**src/rtl/env_sched_pkg.sv**
```systemverilog
// Shared definitions for the environment step scheduler: FSM state
// encoding, default parameter values and a counter-width helper.
package env_sched_pkg;

    typedef enum logic [1:0] {
        IDLE      = 2'd0,
        START     = 2'd1,
        WAIT_DONE = 2'd2,
        GAP       = 2'd3
    } sched_state_t;

    localparam int unsigned DEF_STEPS_PER_FRAME = 1;
    localparam int unsigned DEF_GAP_CYCLES      = 2;
    localparam int unsigned DEF_WATCHDOG_CYCLES = 4096;
    localparam int unsigned DEF_COUNT_BITS      = 16;
    localparam int unsigned DEF_VCOUNT_BITS     = 8;

    // Bits needed to hold values 0..max_val (never less than 1).
    function automatic int unsigned cnt_width(input int unsigned max_val);
        return (max_val < 1) ? 1 : $clog2(max_val + 1);
    endfunction

endpackage

```
**src/rtl/env_step_scheduler_sat_counter.sv**
```systemverilog
// Saturating up-counter with synchronous clear and active-low reset.
// An increment in the same cycle as a clear wins over the clear.
module sat_counter #(
    parameter int unsigned WIDTH = 8
) (
    input  logic             clk_in,
    input  logic             rst_in,
    input  logic             inc_in,
    input  logic             clr_in,
    output logic [WIDTH-1:0] count_out
);

    logic [WIDTH-1:0] count_q;
    logic [WIDTH-1:0] count_d;

    // Next value: saturating increment has priority over clear.
    always_comb begin
        count_d = count_q;
        if (inc_in) begin
            if (count_q != '1) begin
                count_d = count_q + WIDTH'(1);
            end
        end else if (clr_in) begin
            count_d = '0;
        end
    end

    // Counter register.
    always_ff @(posedge clk_in) begin
        if (!rst_in) begin
            count_q <= '0;
        end else begin
            count_q <= count_d;
        end
    end

    assign count_out = count_q;

endmodule

```
**src/rtl/env_step_scheduler.sv**
```systemverilog
// Frame-driven sequencer for the environment update engine. Turns frame
// ticks into engine start pulses, runs STEPS_PER_FRAME passes per frame
// separated by GAP_CYCLES idle cycles, supports pause with single-step,
// counts vertices per pass and dropped (overrun) ticks.
// Optional feature: define STEP_WATCHDOG_EN to abort a pass that does not
// report done within WATCHDOG_CYCLES cycles.
module env_step_scheduler
    import env_sched_pkg::*;
#(
    parameter int unsigned STEPS_PER_FRAME = DEF_STEPS_PER_FRAME,
    parameter int unsigned GAP_CYCLES      = DEF_GAP_CYCLES,
    parameter int unsigned WATCHDOG_CYCLES = DEF_WATCHDOG_CYCLES,
    parameter int unsigned COUNT_BITS      = DEF_COUNT_BITS,
    parameter int unsigned VCOUNT_BITS     = DEF_VCOUNT_BITS
) (
    input  logic                   clk_in,
    input  logic                   rst_in,
    input  logic                   frame_tick_in,
    input  logic                   pause_in,
    input  logic                   step_req_in,
    input  logic                   clear_err_in,
    input  logic                   env_valid_in,
    input  logic                   env_done_in,
    output logic                   env_start_out,
    output logic                   busy_out,
    output logic                   frame_done_out,
    output logic [COUNT_BITS-1:0]  frame_count_out,
    output logic [VCOUNT_BITS-1:0] vertex_count_out,
    output logic                   overrun_out,
    output logic [VCOUNT_BITS-1:0] overrun_count_out,
    output logic                   timeout_out
);

    localparam int unsigned SW = cnt_width(STEPS_PER_FRAME);
    localparam int unsigned GW = cnt_width(GAP_CYCLES - 1);

    // Reject parameter values the sequencing cannot honour.
    if (STEPS_PER_FRAME < 1) begin : g_bad_steps
        $error("STEPS_PER_FRAME must be >= 1");
    end
    if (GAP_CYCLES < 1) begin : g_bad_gap
        $error("GAP_CYCLES must be >= 1");
    end
    if (WATCHDOG_CYCLES < 1) begin : g_bad_wd
        $error("WATCHDOG_CYCLES must be >= 1");
    end

    sched_state_t          state_q, state_d;
    logic [SW-1:0]         steps_q, steps_d;
    logic [GW-1:0]         gap_q,   gap_d;

    logic                  pass_clr;
    logic                  pass_inc;
    logic                  pass_done;
    logic                  frame_fin;
    logic                  abort;
    logic                  overrun_set;
    logic [VCOUNT_BITS-1:0] pass_count;

    logic                  frame_done_q;
    logic [COUNT_BITS-1:0] frame_count_q;
    logic [VCOUNT_BITS-1:0] vertex_count_q;
    logic                  overrun_q;

`ifdef STEP_WATCHDOG_EN
    localparam int unsigned WW = cnt_width(WATCHDOG_CYCLES - 1);
    logic [WW-1:0]         wd_q, wd_d;
    logic                  timeout_q;
`endif

    // State, pass-budget and gap-timer registers.
    always_ff @(posedge clk_in) begin
        if (!rst_in) begin
            state_q <= IDLE;
            steps_q <= '0;
            gap_q   <= '0;
`ifdef STEP_WATCHDOG_EN
            wd_q    <= '0;
`endif
        end else begin
            state_q <= state_d;
            steps_q <= steps_d;
            gap_q   <= gap_d;
`ifdef STEP_WATCHDOG_EN
            wd_q    <= wd_d;
`endif
        end
    end

    // Next-state logic and per-cycle control strobes.
    always_comb begin
        state_d   = state_q;
        steps_d   = steps_q;
        gap_d     = gap_q;
        pass_clr  = 1'b0;
        pass_inc  = 1'b0;
        pass_done = 1'b0;
        frame_fin = 1'b0;
        abort     = 1'b0;
`ifdef STEP_WATCHDOG_EN
        wd_d      = wd_q;
`endif
        case (state_q)
            IDLE: begin
                if (frame_tick_in && !pause_in) begin
                    state_d = START;
                    steps_d = SW'(STEPS_PER_FRAME);
                end else if (step_req_in && pause_in) begin
                    state_d = START;
                    steps_d = SW'(1);
                end
            end
            START: begin
                pass_clr = 1'b1;
                gap_d    = '0;
`ifdef STEP_WATCHDOG_EN
                wd_d     = '0;
`endif
                state_d  = WAIT_DONE;
            end
            WAIT_DONE: begin
                pass_inc = env_valid_in;
                if (env_done_in) begin
                    pass_done = 1'b1;
                    steps_d   = steps_q - SW'(1);
                    if (steps_q == SW'(1)) begin
                        frame_fin = 1'b1;
                        state_d   = IDLE;
                    end else begin
                        state_d   = GAP;
                    end
                end
`ifdef STEP_WATCHDOG_EN
                else if (wd_q == WW'(WATCHDOG_CYCLES - 1)) begin
                    abort   = 1'b1;
                    state_d = IDLE;
                end else begin
                    wd_d = wd_q + WW'(1);
                end
`endif
            end
            GAP: begin
                if (gap_q == GW'(GAP_CYCLES - 1)) begin
                    state_d = START;
                end else begin
                    gap_d = gap_q + GW'(1);
                end
            end
            default: state_d = IDLE;
        endcase
    end

    assign overrun_set = frame_tick_in && (state_q != IDLE);

    sat_counter #(.WIDTH(VCOUNT_BITS)) u_pass_cnt (
        .clk_in    (clk_in),
        .rst_in    (rst_in),
        .inc_in    (pass_inc),
        .clr_in    (pass_clr),
        .count_out (pass_count)
    );

    sat_counter #(.WIDTH(VCOUNT_BITS)) u_overrun_cnt (
        .clk_in    (clk_in),
        .rst_in    (rst_in),
        .inc_in    (overrun_set),
        .clr_in    (clear_err_in),
        .count_out (overrun_count_out)
    );

    // Frame completion, vertex latch and sticky error flags.
    always_ff @(posedge clk_in) begin
        if (!rst_in) begin
            frame_done_q   <= 1'b0;
            frame_count_q  <= '0;
            vertex_count_q <= '0;
            overrun_q      <= 1'b0;
        end else begin
            frame_done_q <= frame_fin;
            if (frame_fin) begin
                frame_count_q <= frame_count_q + COUNT_BITS'(1);
            end
            if (pass_done) begin
                vertex_count_q <= pass_count;
            end
            if (overrun_set) begin
                overrun_q <= 1'b1;
            end else if (clear_err_in) begin
                overrun_q <= 1'b0;
            end
        end
    end

`ifdef STEP_WATCHDOG_EN
    // Sticky watchdog flag; a new abort outranks a same-cycle clear.
    always_ff @(posedge clk_in) begin
        if (!rst_in) begin
            timeout_q <= 1'b0;
        end else if (abort) begin
            timeout_q <= 1'b1;
        end else if (clear_err_in) begin
            timeout_q <= 1'b0;
        end
    end
    assign timeout_out = timeout_q;
`else
    assign timeout_out = 1'b0;
`endif

    assign env_start_out    = (state_q == START);
    assign busy_out         = (state_q != IDLE);
    assign frame_done_out   = frame_done_q;
    assign frame_count_out  = frame_count_q;
    assign vertex_count_out = vertex_count_q;
    assign overrun_out      = overrun_q;

endmodule

```
**config.mk**
```make
export PLATFORM = sky130hd
export DESIGN_NAME = env_step_scheduler
export DESIGN_NICKNAME = d
export VERILOG_FILES = /design/src/rtl/env_sched_pkg.sv /design/src/rtl/env_step_scheduler_sat_counter.sv /design/src/rtl/env_step_scheduler.sv
export SDC_FILE = /design/constraint.sdc
export NUM_CORES = 1
export LEC_CHECK = 0
export ABC_AREA = 1
export ABC_CLOCK_PERIOD_IN_PS = 1400
export BUFFER_PORTS_ARGS = -buffer_cell sky130_fd_sc_hd__buf_4
export CAP_MARGIN = 20
export CORE_ASPECT_RATIO = 0.5
export CORE_UTILIZATION = 49
export DETAILED_ROUTE_END_ITERATION = 6
export HOLD_SLACK_MARGIN = 0.06
export PLACE_DENSITY = 0.85
export SLEW_MARGIN = 20
export SYNTH_ARGS = -nofsm -noshare
export SYNTH_HDL_FRONTEND = slang
export SYNTH_SLANG_ARGS = --single-unit
```
**constraint.sdc**
```tcl
create_clock -name clk_in -period 1.4 [get_ports clk_in]
set_input_delay 0.21 -clock clk_in [delete_from_list [all_inputs] [get_ports clk_in]]
set_output_delay 0.21 -clock clk_in [all_outputs]
set_load 0.02 [all_outputs]
```
; ---- After elaboration in Yosys (flattened, before gate mapping)
; Index checks and enable logic that the tools add are counted.
; W data, S select, Z words.
[totals]
elab_cells = 65
input_bits = 8
out_inout_bits = 37
register_bits = 46
[op_classes]
eq_ne = 10
add_sub_neg = 5
reduce_logical = 14
n_mux = 27
[ops]
columns = cell, count
row1 = $mux W8, 6
row2 = $add A16 B1 Y16 const B, 1
row3 = $add A8 B1 Y8 const B, 2
row4 = $ne A8 B8 Y1 const B, 2
row5 = $mux W1, 13
row6 = $mux W2, 5
row7 = $reduce_bool A2 Y1, 5
row8 = $pmux W2 S4, 1
row9 = $reduce_and A3 Y1, 2
row10 = $eq A2 B2 Y1 const B, 2
row11 = $ne A2 B1 Y1 const B, 2
row12 = $ne A2 B2 Y1 const B, 2
row13 = $pmux W1 S2, 2
row14 = $reduce_and A2 Y1, 2
row15 = $logic_and A1 B1 Y1, 3
row16 = $ne A3 B3 Y1 const B, 1
row17 = $eq A2 B1 Y1 const B, 1
row18 = $logic_not A2 Y1, 1
row19 = $add A1 B1 Y1 const B, 1
row20 = $logic_not A1 Y1, 1
row21 = $sub A1 B1 Y1 const B, 1

; ---- Logic depth before layout (Yosys ltp)
[depth]
depth_word = 4
depth_mapped = 10
depth_no_buf = 10

; ---- By module
; A second synthesis with hierarchy kept.
[hier_totals]
cells_unflattened = 352
hier_area_um2 = 2451.1
[by_module_without_submodules]
columns = module, instances, area_per_inst_um2, cells_each
row1 = env_step_scheduler, 1, 1480.2, 206
row2 = sat_counter, 2, 485.5, 73

; ---- Worst setup path after synthesis
; No wires, ideal clock.
[synth_path]
kind = reg2reg
start = register state_q[0]
end = register u_overrun_cnt.count_q[2] (netlist: u_overrun_cnt.count_out[2])
required_time_ns = 1.329
path_stages_with_launch = 10
n_path_buf = 0
arrival_time_ns = 1.412
path_slack_ns = -0.083
synth_period_minus_slack_ns = 1.483
cell_sequence = dfxtp_1 inv_1 ha_1 inv_1 nand2_1 nor2_1 nand3_1 nand2_1 nand2_1 a21oi_1
[synth_via]
elab_chain_len = 4
word_cells_on_any_way = 6
classes_between = eq/ne (1) / mux (1) / reduce/logical (4)
[synth_rtl]
columns = item, line
row1 = start: declaration, env_step_scheduler.sv:48  ; sched_state_t state_q, state_d;
row2 = start signal: assignment, env_step_scheduler.sv:81  ; state_q <= state_d;
row3 = $reduce_bool A2 Y1 (*), -
row4 = named net busy_out, env_step_scheduler.sv:25  ; output logic busy_out,
row5 = $logic_and A1 B1 Y1 (*), env_step_scheduler.sv:153  ; assign overrun_set = frame_tick_in && (state_q != IDLE);
row6 = $ne A2 B1 Y1 (no source line) / $reduce_bool A2 Y1 (equally long branches), -
row7 = $reduce_and A2 Y1 (no source line), -
row8 = end signal: assignment, env_step_scheduler_sat_counter.sv:33  ; count_q <= count_d;
row9 = end: declaration, env_step_scheduler_sat_counter.sv:13  ; logic [WIDTH-1:0] count_q;
; The timed path passes the listed nets; every way through them passes the cells marked *.
; A chain may end at the register's enable or synchronous reset.

; ---- Worst setup path in the final report
[layout_path]
start = register state_q[0]
end = register frame_count_q[14] (netlist: frame_count_out[14])
[layout_via]
elab_chain_len = 2
[layout_rtl]
columns = item, line
row1 = $eq A2 B2 Y1, env_step_scheduler.sv:103  ; case (state_q)
row2 = $mux W1, env_step_scheduler.sv:103
row3 = end signal: assignment, env_step_scheduler.sv:181  ; frame_count_q <= frame_count_q + COUNT_BITS'(1);
row4 = end: declaration, env_step_scheduler.sv:61  ; logic [COUNT_BITS-1:0] frame_count_q;
; No other way between the ends.

==> results_dict.tcl <==
set metrics [dict create \
    postSynthNetCount 359 \
    cts_made_buffers 5 \
    setup-violations-final 2 \
    timing.final.crit_share_pct 102 \
    yosysUniqueCellTypes 25 \
    cap_viol_max_count 0 \
    min_from "clear_err_in" \
    drtPass1Iterations 5 \
    start_kind "flip-flop" \
    drt_iter0_markers 206 \
    fmax_mhz 703 \
    mappedNetlistArea_um2 2300 \
    worstSetupEndpointType "flip-flop" \
    dieArea_um2 4980 \
    finalClockSkew_ns 0.00711 \
    min_path_type "in2reg" \
    die_w_um 98.8 \
    ff2ff_path_depth 7 \
    final_nets 436 \
    drv_slew 0 \
    start_util_pct 51.6 \
    rrSetupSlack_ns -0.02 \
    num_antenna_cells 0 \
    clock_path_buffers 2 \
    fillCellCount 318 \
    dpl_cell_area_um2 2840 \
    synth-seq-cells 46 \
    fin_setup_tns_ns -0.0276 \
    min_period_ns 1.42 \
    crit_fanout 6 \
    cts_hold_buf 0 \
    cts_max_level 2 \
    rsz0062_at_grt "yes" \
    crit_required_ns 1.61 \
    clk_latency_ns 0.31 \
    r2r_start "state_q[0]" \
    syn_inst 344 \
    power_density_nw_per_um2 1320 \
    final_cell_area_um2 3220 \
    vias 2630 \
    cts_tree "built" \
    grtUsageTotal_pct 25.3 \
    gp_congestion 0.926 \
    core_um2 4450 \
    cts_root_buf "clkbuf_8" \
    grt_pass1_wl_um 9880 \
    syn_avg_cell_area_um2 6.67 \
    grt-ovfl-total 0 \
    violations "negative setup slack" \
    drc 0 \
    wl_per_cell_um 14.4 \
    p_leak_nw 1.43 \
    die_y_um 50.4 \
    wl_um 6900 \
    routed_via_density 5.49 \
    layout.area.seq_um2 930 \
    hpwlAfterDp_um 4160 \
    multi_input_area_um2 1310 \
    io_pins 45 \
    min_to "overrun_out" \
    path_class "reg2reg" \
    hold_viol_final 0 \
    syn2layout_area_growth_pct 40.4 \
    outcome "finished, violations left" \
    holdPathStages 4 \
    peakVddDrop_mv 0.780 \
    ys_seq_area_share_pct 40.1 \
    final_layout_size_suffix_gt1_share_pct 29.9 \
    yosys_warnings 0 \
    finalWorstSetupSlack_ns -0.0220 \
    cts.clk_slew.worst_paths_ns 0.09 \
    grt_start_max_net_pins 24 \
    cts_sinks 46 \
    antenna_found_initial 0 \
    grt_pass1_vias 2301 \
    r2r_end "frame_count_out[14]" \
    antenna_left 0 \
    port_buffers 43 \
    fp-row-count 17 \
    worstPathArrival_ns 1.63 \
]
critical path, stage by stage (launching register included):
cell	delay, ns
dfxtp_2	0.35
inv_4	0.09
ha_4	0.16
nand3_4	0.14
nor2_4	0.23
nand4_1	0.16
nor2_1	0.13
nor2_1	0.06
cell families after synthesis:
family,synth area share [%]
compound gates,12.5
xor+xnor,0.763
fa+ha+maj,3.81
buf+inv,8.77
flops,40.1
other cells,0.163
simple gates,33.9
Yosys cell counts:
library cell,n,area (µm²)
nor2_1,47,176
xor2_1,2,17.5
clkbuf_1,4,15.0
dfxtp_1,46,921
nand2_1,89,334
a21oi_1,33,165
a31oi_1,1,6.26
ha_1,7,87.6
nor2_4,3,33.8
nand3_1,31,155
buf_4,1,7.51
nand3_4,1,17.5
o21ai_0,17,85.1
nand2_2,1,6.26
nand4_1,4,25.0
nor3_1,1,5.00
conb_1,1,3.75
clkinv_2,1,5.00
inv_1,45,169
o21a_1,2,15.0
buf_2,1,5.00
nor2_2,2,12.5
o211ai_1,1,7.51
or2_2,2,12.5
a21boi_0,1,7.51
layout make-up:
cell class	count	share of cell area, %
clock buffer	6	2.56
multi-input combinational	246	40.5
sequential	46	28.8
timing repair buffer	76	18.3
inverter	46	5.67
clock inverter	2	1.86
tap	57	2.21
metal layers:
layer	up-vias	track usage (%)	part of all wire, %
li1	1244	-	-
met1	1236	29.7	40
met2	128	45.0	51
met3	22	5.01	6.2
met4	0	12.9	2.9
met5	-	0	0
sequential cells by signal, indices dropped and copies added (netlist names):
| signal | cells |
|---|---|
| frame_count_out | 16 |
| u_pass_cnt.count_out | 8 |
| frame_done_out | 1 |
| u_overrun_cnt.count_out | 8 |
| overrun_out | 1 |
| state_q | 2 |
| steps_q | 1 |
| vertex_count_out | 8 |
| gap_q | 1 |
through the flow:
stage | setup WS, ns | util [%] | total power, W | hold WS [ns] | std cells
final | -0.0220 | 72.5 | 0.00427 | 0.186 | 479
after global routing | -0.122 | 72.5 | 0.00447 | 0.190 | 479
after CTS | -0.0234 | 68.0 | 0.00402 | 0.170 | 469
after detailed placement | -0.0671 | 63.8 | 0.00275 | 0.464 | 459
after global placement | 0.0270 | 63.8 | 0.00269 | 0.455 | 459
after floorplan | 0.00139 | - | 0.00225 | 0.348 | 344
power breakdown:
group / switching (W) / internal [W]
clock: 0.000470 / 0.000761
sequential: 0.000108 / 0.00145
combinational: 0.000855 / 0.000625
repair_timing:
item                       4_1_cts  5_1_grt
buffers inserted                 2       10
gates cloned                     0        0
resized for setup               11       37
pin swaps                        2       13
setup endpoints to repair       28       32
placed cells by master, fill, tap and decap left out:
cell type / count
nand2_1: 82
buf_4: 73
nor2_1: 42
inv_1: 41
dfxtp_1: 41
nand3_1: 29
a21oi_1: 29
o21ai_0: 16
nor2_4: 7
clkbuf_8: 6
nand2_2: 5
inv_4: 4
a21oi_2: 4
nand4_1: 4
dfxtp_2: 4
nand2_4: 3
nor2_2: 3
ha_4: 3
nand3_2: 2
or2_2: 2
o21a_1: 2
xor2_1: 2
ha_1: 2
ha_2: 2
bufinv_16: 2
buf_6: 2
inv_2: 1
nand3_4: 1
a31oi_1: 1
o21ai_1: 1
nor3_1: 1
o211ai_1: 1
a21boi_0: 1
conb_1: 1
buf_12: 1
dfxtp_4: 1
worst max-delay path by stage:
stage	cells past startpoint	slack, ns	start	to
after floorplan	7	0.001	u_overrun_cnt.count_out[0]	u_overrun_cnt.count_out[2]
after global placement	7	0.03	state_q[0]	frame_count_out[7]
after detailed placement	7	-0.07	u_pass_cnt.count_out[0]	u_pass_cnt.count_out[1]
after CTS	10	-0.02	state_q[0]	frame_count_out[12]
after global routing	7	-0.12	state_q[0]	frame_count_out[7]
final	7	-0.02	state_q[0]	frame_count_out[14]
Power figures use the tool's default switching activity.
